==> src/rtl/ddr_capture_writer.sv <==
// ddr_capture_writer: packs 16-bit logic-analyzer samples into 64-bit words
// and issues single-beat MIG write commands into a circular capture region.
// Runs entirely in the MIG ui_clk domain.
module ddr_capture_writer #(
  parameter int                ADDR_W      = 27,
  parameter logic [ADDR_W-1:0] BASE_ADDR   = '0,
  parameter int                DEPTH_WORDS = 1 << 20,
  parameter int                ADDR_STEP   = 4
) (
  input  logic              ui_clk,
  input  logic              sys_rst,
  input  logic              init_calib_complete,
  input  logic              start,
  input  logic              stop,
  input  logic [15:0]       s_data,
  input  logic              s_valid,
  output logic              s_ready,
  output logic [ADDR_W-1:0] app_addr,
  output logic [2:0]        app_cmd,
  output logic              app_en,
  input  logic              app_rdy,
  output logic [63:0]       app_wdf_data,
  output logic [7:0]        app_wdf_mask,
  output logic              app_wdf_wren,
  output logic              app_wdf_end,
  input  logic              app_wdf_rdy,
  output logic              busy,
  output logic              done,
  output logic              wrapped,
  output logic              overrun,
  output logic [ADDR_W-1:0] wr_ptr
);

  typedef enum logic [2:0] {IDLE, WAIT_CAL, RUN, DRAIN, DONE} state_t;

  localparam logic [ADDR_W-1:0] STEP      = ADDR_W'(ADDR_STEP);
  localparam logic [ADDR_W-1:0] LAST_ADDR = BASE_ADDR + ADDR_W'((DEPTH_WORDS - 1) * ADDR_STEP);

  state_t            state;
  logic [63:0]       pack_data;
  logic [2:0]        pack_cnt;     // samples held in the pack, 0..4
  logic              pend_valid;   // a word owns the MIG command/data outputs
  logic              pack_full;
  logic              accept;
  logic              retire;
  logic              load;
  logic [ADDR_W-1:0] ptr_after;
  logic [7:0]        word_mask;

  assign pack_full = (pack_cnt == 3'd4);
  // Only a full pack facing an occupied pending slot can stall the sample stream.
  assign s_ready   = (state == RUN) && !(pack_full && pend_valid);
  assign accept    = s_valid && s_ready;
  // A handshake already completed leaves its enable low, so it counts as satisfied.
  assign retire    = pend_valid && (!app_en || app_rdy) && (!app_wdf_wren || app_wdf_rdy);
  // A pending slot being retired this cycle can take the next word immediately.
  assign load      = ((state == RUN && pack_full) || (state == DRAIN && pack_cnt != 3'd0))
                     && (!pend_valid || retire);
  assign ptr_after = (wr_ptr == LAST_ADDR) ? BASE_ADDR : wr_ptr + STEP;

  assign app_cmd     = 3'b000;
  assign app_wdf_end = app_wdf_wren;
  assign busy        = (state == WAIT_CAL) || (state == RUN) || (state == DRAIN);
  assign done        = (state == DONE);

  // Byte mask for the word being loaded: unfilled 16-bit slots are masked off.
  always_comb begin
    // NOTE: every path assigns word_mask, so no latch is inferred.
    word_mask = 8'h00;
    case (pack_cnt)
      3'd1:    word_mask = 8'hFC;
      3'd2:    word_mask = 8'hF0;
      3'd3:    word_mask = 8'hC0;
      default: word_mask = 8'h00;
    endcase
  end

  // Control FSM plus sticky status and the write pointer.
  always_ff @(posedge ui_clk or posedge sys_rst) begin
    if (sys_rst) begin
      state   <= IDLE;
      wrapped <= 1'b0;
      overrun <= 1'b0;
      wr_ptr  <= BASE_ADDR;
    end else begin
      // NOTE: non-blocking assignments keep every flop sampling pre-edge values.
      if (retire) begin
        wr_ptr <= ptr_after;
        if (wr_ptr == LAST_ADDR) wrapped <= 1'b1;
      end
      case (state)
        IDLE: begin
          if (stop)       state <= DONE;
          else if (start) state <= WAIT_CAL;
        end
        WAIT_CAL: begin
          if (stop)                     state <= DONE;
          else if (init_calib_complete) state <= RUN;
        end
        RUN: begin
          if (s_valid && !s_ready) overrun <= 1'b1;
          if (stop)                state <= DRAIN;
        end
        DRAIN: begin
          if (pack_cnt == 3'd0 && !pend_valid) state <= DONE;
        end
        DONE: begin
          if (start) begin
            state   <= WAIT_CAL;
            wrapped <= 1'b0;
            overrun <= 1'b0;
            wr_ptr  <= BASE_ADDR;
          end
        end
        default: state <= IDLE;
      endcase
    end
  end

  // Sample packer: slot k of the word holds bits [16k+15:16k].
  always_ff @(posedge ui_clk or posedge sys_rst) begin
    if (sys_rst) begin
      pack_data <= '0;
      pack_cnt  <= 3'd0;
    end else if (load) begin
      pack_data <= '0;
      pack_cnt  <= 3'd0;
      if (accept) begin
        pack_data[15:0] <= s_data;
        pack_cnt        <= 3'd1;
      end
    end else if (accept) begin
      pack_data[{pack_cnt[1:0], 4'b0000} +: 16] <= s_data;
      pack_cnt <= pack_cnt + 3'd1;
    end
  end

  // Pending word: command and data enables drop independently on their handshakes.
  always_ff @(posedge ui_clk or posedge sys_rst) begin
    if (sys_rst) begin
      pend_valid   <= 1'b0;
      app_en       <= 1'b0;
      app_wdf_wren <= 1'b0;
      app_addr     <= '0;
      app_wdf_data <= '0;
      app_wdf_mask <= '0;
    end else begin
      if (app_en && app_rdy)           app_en       <= 1'b0;
      if (app_wdf_wren && app_wdf_rdy) app_wdf_wren <= 1'b0;
      if (retire)                      pend_valid   <= 1'b0;
      if (load) begin
        pend_valid   <= 1'b1;
        app_en       <= 1'b1;
        app_wdf_wren <= 1'b1;
        app_addr     <= retire ? ptr_after : wr_ptr;
        app_wdf_data <= pack_data;
        app_wdf_mask <= word_mask;
      end
    end
  end

endmodule

==> config.mk <==
export PLATFORM = sky130hd
export DESIGN_NAME = ddr_capture_writer
export DESIGN_NICKNAME = d
export VERILOG_FILES = /design/src/rtl/ddr_capture_writer.sv
export SDC_FILE = /design/constraint.sdc
export NUM_CORES = 1
export LEC_CHECK = 0
export ABC_AREA = 0
export BUFFER_PORTS_ARGS = -buffer_cell sky130_fd_sc_hd__buf_4
export CAP_MARGIN = 20
export CORE_ASPECT_RATIO = 0.6
export CORE_MARGIN = 8
export CORE_UTILIZATION = 25
export DETAILED_ROUTE_END_ITERATION = 12
export HOLD_SLACK_MARGIN = 0.12
export PLACE_DENSITY = 0.5
export SYNTH_ARGS = -nofsm -noshare
export SYNTH_HDL_FRONTEND = slang
export SYNTH_SLANG_ARGS = --single-unit
==> constraint.sdc <==
create_clock -name ui_clk -period 6.6 [get_ports ui_clk]
set_clock_uncertainty 0.05 [all_clocks]
set_input_delay 1.32 -clock ui_clk [delete_from_list [all_inputs] [get_ports ui_clk]]
set_output_delay 1.32 -clock ui_clk [all_outputs]
set_load 0.005 [all_outputs]
Word-level counts from Yosys, hierarchy flattened
Cells that the tools add are included.
{"block": "op_classes", "n_mux": 32, "bitwise_logic": 0, "reduce_logical": 33, "n_mul": 0, "n_lt_le_gt_ge": 0, "shifts": 2, "eq_ne": 14, "n_addsub": 3, "n_div": 0}
{"op": "$mux 64", "count": 2}
{"op": "$mux 27", "count": 4}
{"op": "$bwmux 64", "count": 1}
{"op": "$shift 16x8->64 const A", "count": 1}
{"op": "$shiftx 16x8->64", "count": 1}
{"op": "$add 27x3->27 const B", "count": 1}
{"op": "$eq 27x22->1 const B", "count": 1}
{"op": "$mux 3", "count": 8}
{"op": "$pmux 8 s3", "count": 1}
{"op": "$mux 16", "count": 1}
{"op": "$pmux 3 s5", "count": 1}
{"op": "$mux 1", "count": 13}
{"op": "$eq 3x2->1 const B", "count": 4}
{"op": "$logic_and 1x1->1", "count": 12}
{"op": "$reduce_bool 2->1", "count": 5}
{"op": "$neg 6->8", "count": 1}
{"op": "$eq 3x1->1 const B", "count": 2}
{"op": "$eq 3x3->1 const B", "count": 2}
{"op": "$logic_not 3->1", "count": 2}
{"op": "$logic_or 1x1->1", "count": 6}
{"op": "$reduce_and 3->1", "count": 2}
{"op": "$logic_not 1->1", "count": 5}
{"op": "$ne 2x1->1 const B", "count": 2}
{"op": "$ne 2x2->1 const B", "count": 2}
{"op": "4 further kinds", "count": 4}
{"block": "word_totals", "regBits": 201, "latchBits": 0, "elab_cells": 96, "n_memories": 0, "mem_bits_ro": 0, "ram_bits": 0}

Depth between registers and ports, before layout
{"block": "logic_depth", "depth_word": 8, "ltp_mapped": 10, "depth_no_buf": 7}

Worst setup path before layout
No wires, ideal clock.
{"block": "synth_timing", "path_type": "input port to flip-flop", "start": "in app_wdf_rdy", "end": "reg pack_data[16]", "stages": 7, "n_path_buf": 2, "t_required_ns": 6.485, "setup_slack_ns": 3.848, "t_arrival_ns": 2.637, "cell_sequence": "nor2b_1 -> o21ai_1 -> and2_4 -> buf_6 -> a21oi_2 -> buf_2 -> a22o_1"}
{"block": "synth_between", "elab_chain_len": 5, "word_cells_on_any_way": 6}
{"item": "start: declaration", "line_no": "26", "source": "input logic app_wdf_rdy,"}
{"item": "$logic_or 1x1->1 *", "line_no": "55", "source": "assign retire = pend_valid && (!app_en || app_rdy) && (!app_wdf_wren || app_wdf_rdy);"}
{"item": "$logic_and 1x1->1 *", "line_no": "55"}
{"item": "$logic_or 1x1->1 *", "line_no": "58", "source": "&& (!pend_valid || retire);"}
{"item": "$logic_and 1x1->1 *", "line_no": "58"}
{"item": "$mux 64 / $reduce_bool 2->1 (equally long branches)"}
{"item": "end signal: indexed assignment", "line_no": "133", "source": "pack_data[{pack_cnt[1:0], 4'b0000} +: 16] <= s_data;"}
{"item": "end: declaration", "line_no": "40", "source": "logic [63:0] pack_data;"}
Mark *: on every way between the ends. The rest lies on a longest branch, timed or not.
A chain may end at the register's enable or synchronous reset.

Worst setup path after layout
{"block": "layout_timing", "start": "reg pack_cnt[0]", "end": "out s_ready"}
{"block": "layout_between", "elab_chain_len": 4}
{"item": "start: declaration", "line_no": "41", "source": "logic [2:0] pack_cnt;"}
{"item": "start signal: assignment", "line_no": "134", "source": "pack_cnt <= pack_cnt + 3'd1;"}
{"item": "$eq 3x3->1", "line_no": "50", "source": "assign pack_full = (pack_cnt == 3'd4);"}
{"item": "$logic_and 1x1->1", "line_no": "52", "source": "assign s_ready = (state == RUN) && !(pack_full && pend_valid);"}
{"item": "$logic_not 1->1", "line_no": "52"}
{"item": "$logic_and 1x1->1", "line_no": "52"}
{"item": "end: declaration", "line_no": "17", "source": "output logic s_ready,"}
Every way passes these cells.

==> results.yml <==
sta:
  layout_worst_path_cycle_share_pct: 52.4
  postLayoutSetupSlackWorst_ps: 3140
  grt_setup_unrepaired: "false"
  max_slew.worst_pin.slew_ps: 1050
  clock.fmax_mhz: 289
  layout_min_cycle_time_ps: 3460
  hold-worst-slack_ps: 424
  number_of_hold_slack_violations_in_the_final_timing_report: 0
  final.setup.tns_ps: 0
  count_of_final_max_slew_check_failures: 0
  setup-violations-final: 0
  timing.slew.headroom_pct: 29.3
yosys:
  synth_enable_flop_cells: 0
  ys_types: 53
  synth_cell_area_sq_mm: 0.00795
  synth-compound-area-share_pct: 11.1
  async_flop_share_pct: 100
  share_of_synthesized_cell_area_in_and_or_nand_and_nor_gates_pct: 19.4
  xor_and_xnor_area_share_after_synthesis_pct: 2.53
  synth.avg_cell_area_sq_um: 10.7
  post_synthesis_share_of_cell_area_spent_on_full_adders_half_adders_and_majority_gates_pct: 1.10
  dominant_combinational_cell_family_by_area_after_synthesis: "simple AND/OR/NAND/NOR gates"
  yosys_register_bits: 196
  synth.yosys.seq_area_share_pct: 61.7
  yosysWarningCount: 0
  synthCells: 746
  synth_ff_type: "sky130_fd_sc_hd__dfrtp_1"
  yosys-mux-area-fraction_pct: 0.551
clocking:
  cts_root_buffer: "sky130_fd_sc_hd__clkbuf_16"
  htreeDepth: 4
  clk_transition_reported_paths_ps: 80
  post_cts_resize_count: 0
  cts_made_buffers: 17
  clock_path_buffers: 2
  clkLatencyLatePin_ps: 450
  clock_sink_count: 196
  holdBufCountCts: 0
  tritoncts: "yes"
  cts_post_setup_buffers_inserted: 0
drt:
  drtIter0Drc: 468
  drt-pass1-iter-count: 4
  via_per_inst: 4.51
  wl_mm: 23.8
  vias: 5913
  final_antenna_net_count: 0
  wl_per_instance_microns: 18.2
  drc: 0
worst_hold_path:
  hp-start: "pack_data[22]"
  class_of_the_worst_hold_path: "flop to flop"
outcome:
  run_status: "finished clean"
die:
  die-width_microns: 246
  initial_core_util_pct: 25.5
  num_rows: 50
  floorplan.core_area_sq_mm: 0.0312
  die_h_microns: 154
  design.die.area_sq_mm: 0.0380
  top_level_ports: 161
finish:
  final_nets: 913
  syn_to_final_growth_pct: 26.7
  layout.cells.most_common_list: "228 x sky130_fd_sc_hd__nand2_1, 196 x sky130_fd_sc_hd__dfrtp_1, 157 x sky130_fd_sc_hd__buf_4"
  area_of_the_multi_input_gates_sq_mm: 0.00278
  seq_cell_area_sq_mm: 0.00490
  post-route-util_pct: 32.3
  instances_no_fill: 1311
  n_antenna_cell: 0
  layout.cells.most_common: "sky130_fd_sc_hd__nand2_1"
  layout-drive-gt1-share_pct: 23.6
  final.fill_count: 3187
  final_design_area_no_fill_sq_mm: 0.0101
flow_run:
  max_cap_viol_count: 0
placement:
  port_buffers: 155
  place.detailed.hpwl_mm: 16.8
  place_worst_setup_slack_ps: 2760
  area_after_detailed_placement_sq_mm: 0.00944
  placed_cells_incl_taps: 1278
  replace_congestion: 0.761
power_and_ir_drop:
  power_per_cell_area_mw_per_mm2: 314
  p_leak_nw: 5.17
  irDropWorstVdd_uv: 156
  finalPower_mw: 3.16
worst_setup_path:
  startpoint: "pack_cnt[0]"
  critPathMaxFanout: 6
  timing.critical_path.to_type: "primary output"
  timing_worst_setup_path_type: "flop to primary output"
  cp_cell_sequence: "inv_1, ha_1, and3_1, nor3b_1, buf_4"
  timing.critical_path.slowest_cell_delay_ps: 440
  timing.critical_path.from_type: "flop"
  crit_required_ps: 5230
  worst_r2r_start: "pack_cnt[0]"
  crit_slowest_cell: "sky130_fd_sc_hd__dfrtp_1"
  path_delay_family: "simple AND/OR/NAND/NOR gates"
  cp_num_buf_inv: 2
  critical_path_arrival_ps: 2090
global_routing:
  grt_pass1_wl_mm: 37.2
  grt_pass1_vias: 5957
  pin_count_of_the_biggest_net_entering_global_routing: 133
  initial_antenna_violation_count: 1
  grt.overflow.total: 0
  track_usage_pct: 12.6
## cells in the mapped netlist, types with 2 or more instances
master / number / area share (%)
sky130_fd_sc_hd__ha_1: 7 / 1.1
sky130_fd_sc_hd__nor3b_1: 2 / 0.19
sky130_fd_sc_hd__nor3_1: 4 / 0.25
sky130_fd_sc_hd__xor2_1: 19 / 2.1
sky130_fd_sc_hd__and2_1: 6 / 0.47
sky130_fd_sc_hd__nor2b_1: 5 / 0.39
sky130_fd_sc_hd__nand2_1: 228 / 11
sky130_fd_sc_hd__o21ai_0: 16 / 1.0
sky130_fd_sc_hd__a21oi_1: 7 / 0.44
sky130_fd_sc_hd__a21oi_2: 3 / 0.33
sky130_fd_sc_hd__nand2b_1: 3 / 0.24
sky130_fd_sc_hd__buf_4: 13 / 1.2
sky130_fd_sc_hd__and3_1: 7 / 0.55
sky130_fd_sc_hd__nand4_1: 13 / 1.0
sky130_fd_sc_hd__clkbuf_1: 10 / 0.47
sky130_fd_sc_hd__dfrtp_1: 196 / 62
sky130_fd_sc_hd__buf_1: 3 / 0.14
sky130_fd_sc_hd__buf_6: 2 / 0.28
sky130_fd_sc_hd__nand3_1: 11 / 0.69
sky130_fd_sc_hd__nand2_2: 2 / 0.16
sky130_fd_sc_hd__nor2_1: 49 / 2.3
sky130_fd_sc_hd__and4_1: 7 / 0.77
sky130_fd_sc_hd__a211oi_1: 10 / 0.94
sky130_fd_sc_hd__buf_2: 17 / 1.1
sky130_fd_sc_hd__inv_1: 9 / 0.42
sky130_fd_sc_hd__a22o_1: 64 / 7.0
sky130_fd_sc_hd__a21boi_0: 2 / 0.19
sky130_fd_sc_hd__xnor2_1: 4 / 0.44
sky130_fd_sc_hd__mux2_2: 3 / 0.42
## final cells by class
type / instances / share of cell area, %
Inverter: 9 / 0.372
Clock inverter: 15 / 1.92
Tap cell: 416 / 5.17
Sequential cell: 196 / 48.7
Timing Repair Buffer: 159 / 12.1
Clock buffer: 17 / 4.22
Multi-Input combinational cell: 499 / 27.6
## report_power, final
group          switching (mW)  internal, mW  total [mW]
clock                   0.522         0.578        1.10
sequential              0.115          1.34        1.45
combinational           0.338         0.274       0.612
total                   0.975          2.19        3.16
## tightest hold or removal path: stages, from the launching register on
cell,delay [ps]
sky130_fd_sc_hd__dfrtp_1,350
sky130_fd_sc_hd__nand2_1,50
sky130_fd_sc_hd__nand2_1,50
## state kept, by name (all words and copies together) (netlist names)
register and flops:
state 3, app_wdf_data 64, app_addr 27, app_en 1, overrun 1, app_wdf_end 1
pack_cnt 3, pend_valid 1, app_wdf_mask 3, pack_data 64, wr_ptr 27, wrapped 1
## path summary, 6_finish.rpt
path	end	slack (ps)	depth (start not counted)
max in group asynchronous	app_addr[4]	4120	4
hold / removal	app_wdf_data[22]	420	2
setup reg to reg	pack_data[51]	3430	7
hold reg to reg	app_wdf_data[22]	420	2
min in group asynchronous	app_wdf_data[52]	760	2
setup / recovery	s_ready	3140	5
## routing by layer
layer | wire, microns | share of wire [%] | GRT usage, % | vias to the layer above
met4 | 172 | 0.72 | 2.88 | 2
li1 | - | - | - | 2781
met1 | 12200 | 51 | 18.7 | 2976
met2 | 9950 | 42 | 17.2 | 140
met5 | 13 | 0.055 | 0 | -
met3 | 1490 | 6.3 | 4.27 | 14
## logic make-up (layout without fill, tap and decap cells)
family	Yosys count	in the layout
other	1	5
XOR/XNOR	23	23
AO/OA/AOI/OAI	112	112
flip-flops	196	196
multiplexers	4	4
AND/OR/NAND/NOR	348	348
adder cells (fa/ha/maj)	7	7
buffers and inverters	55	200
Power figures use the tool's default switching activity.
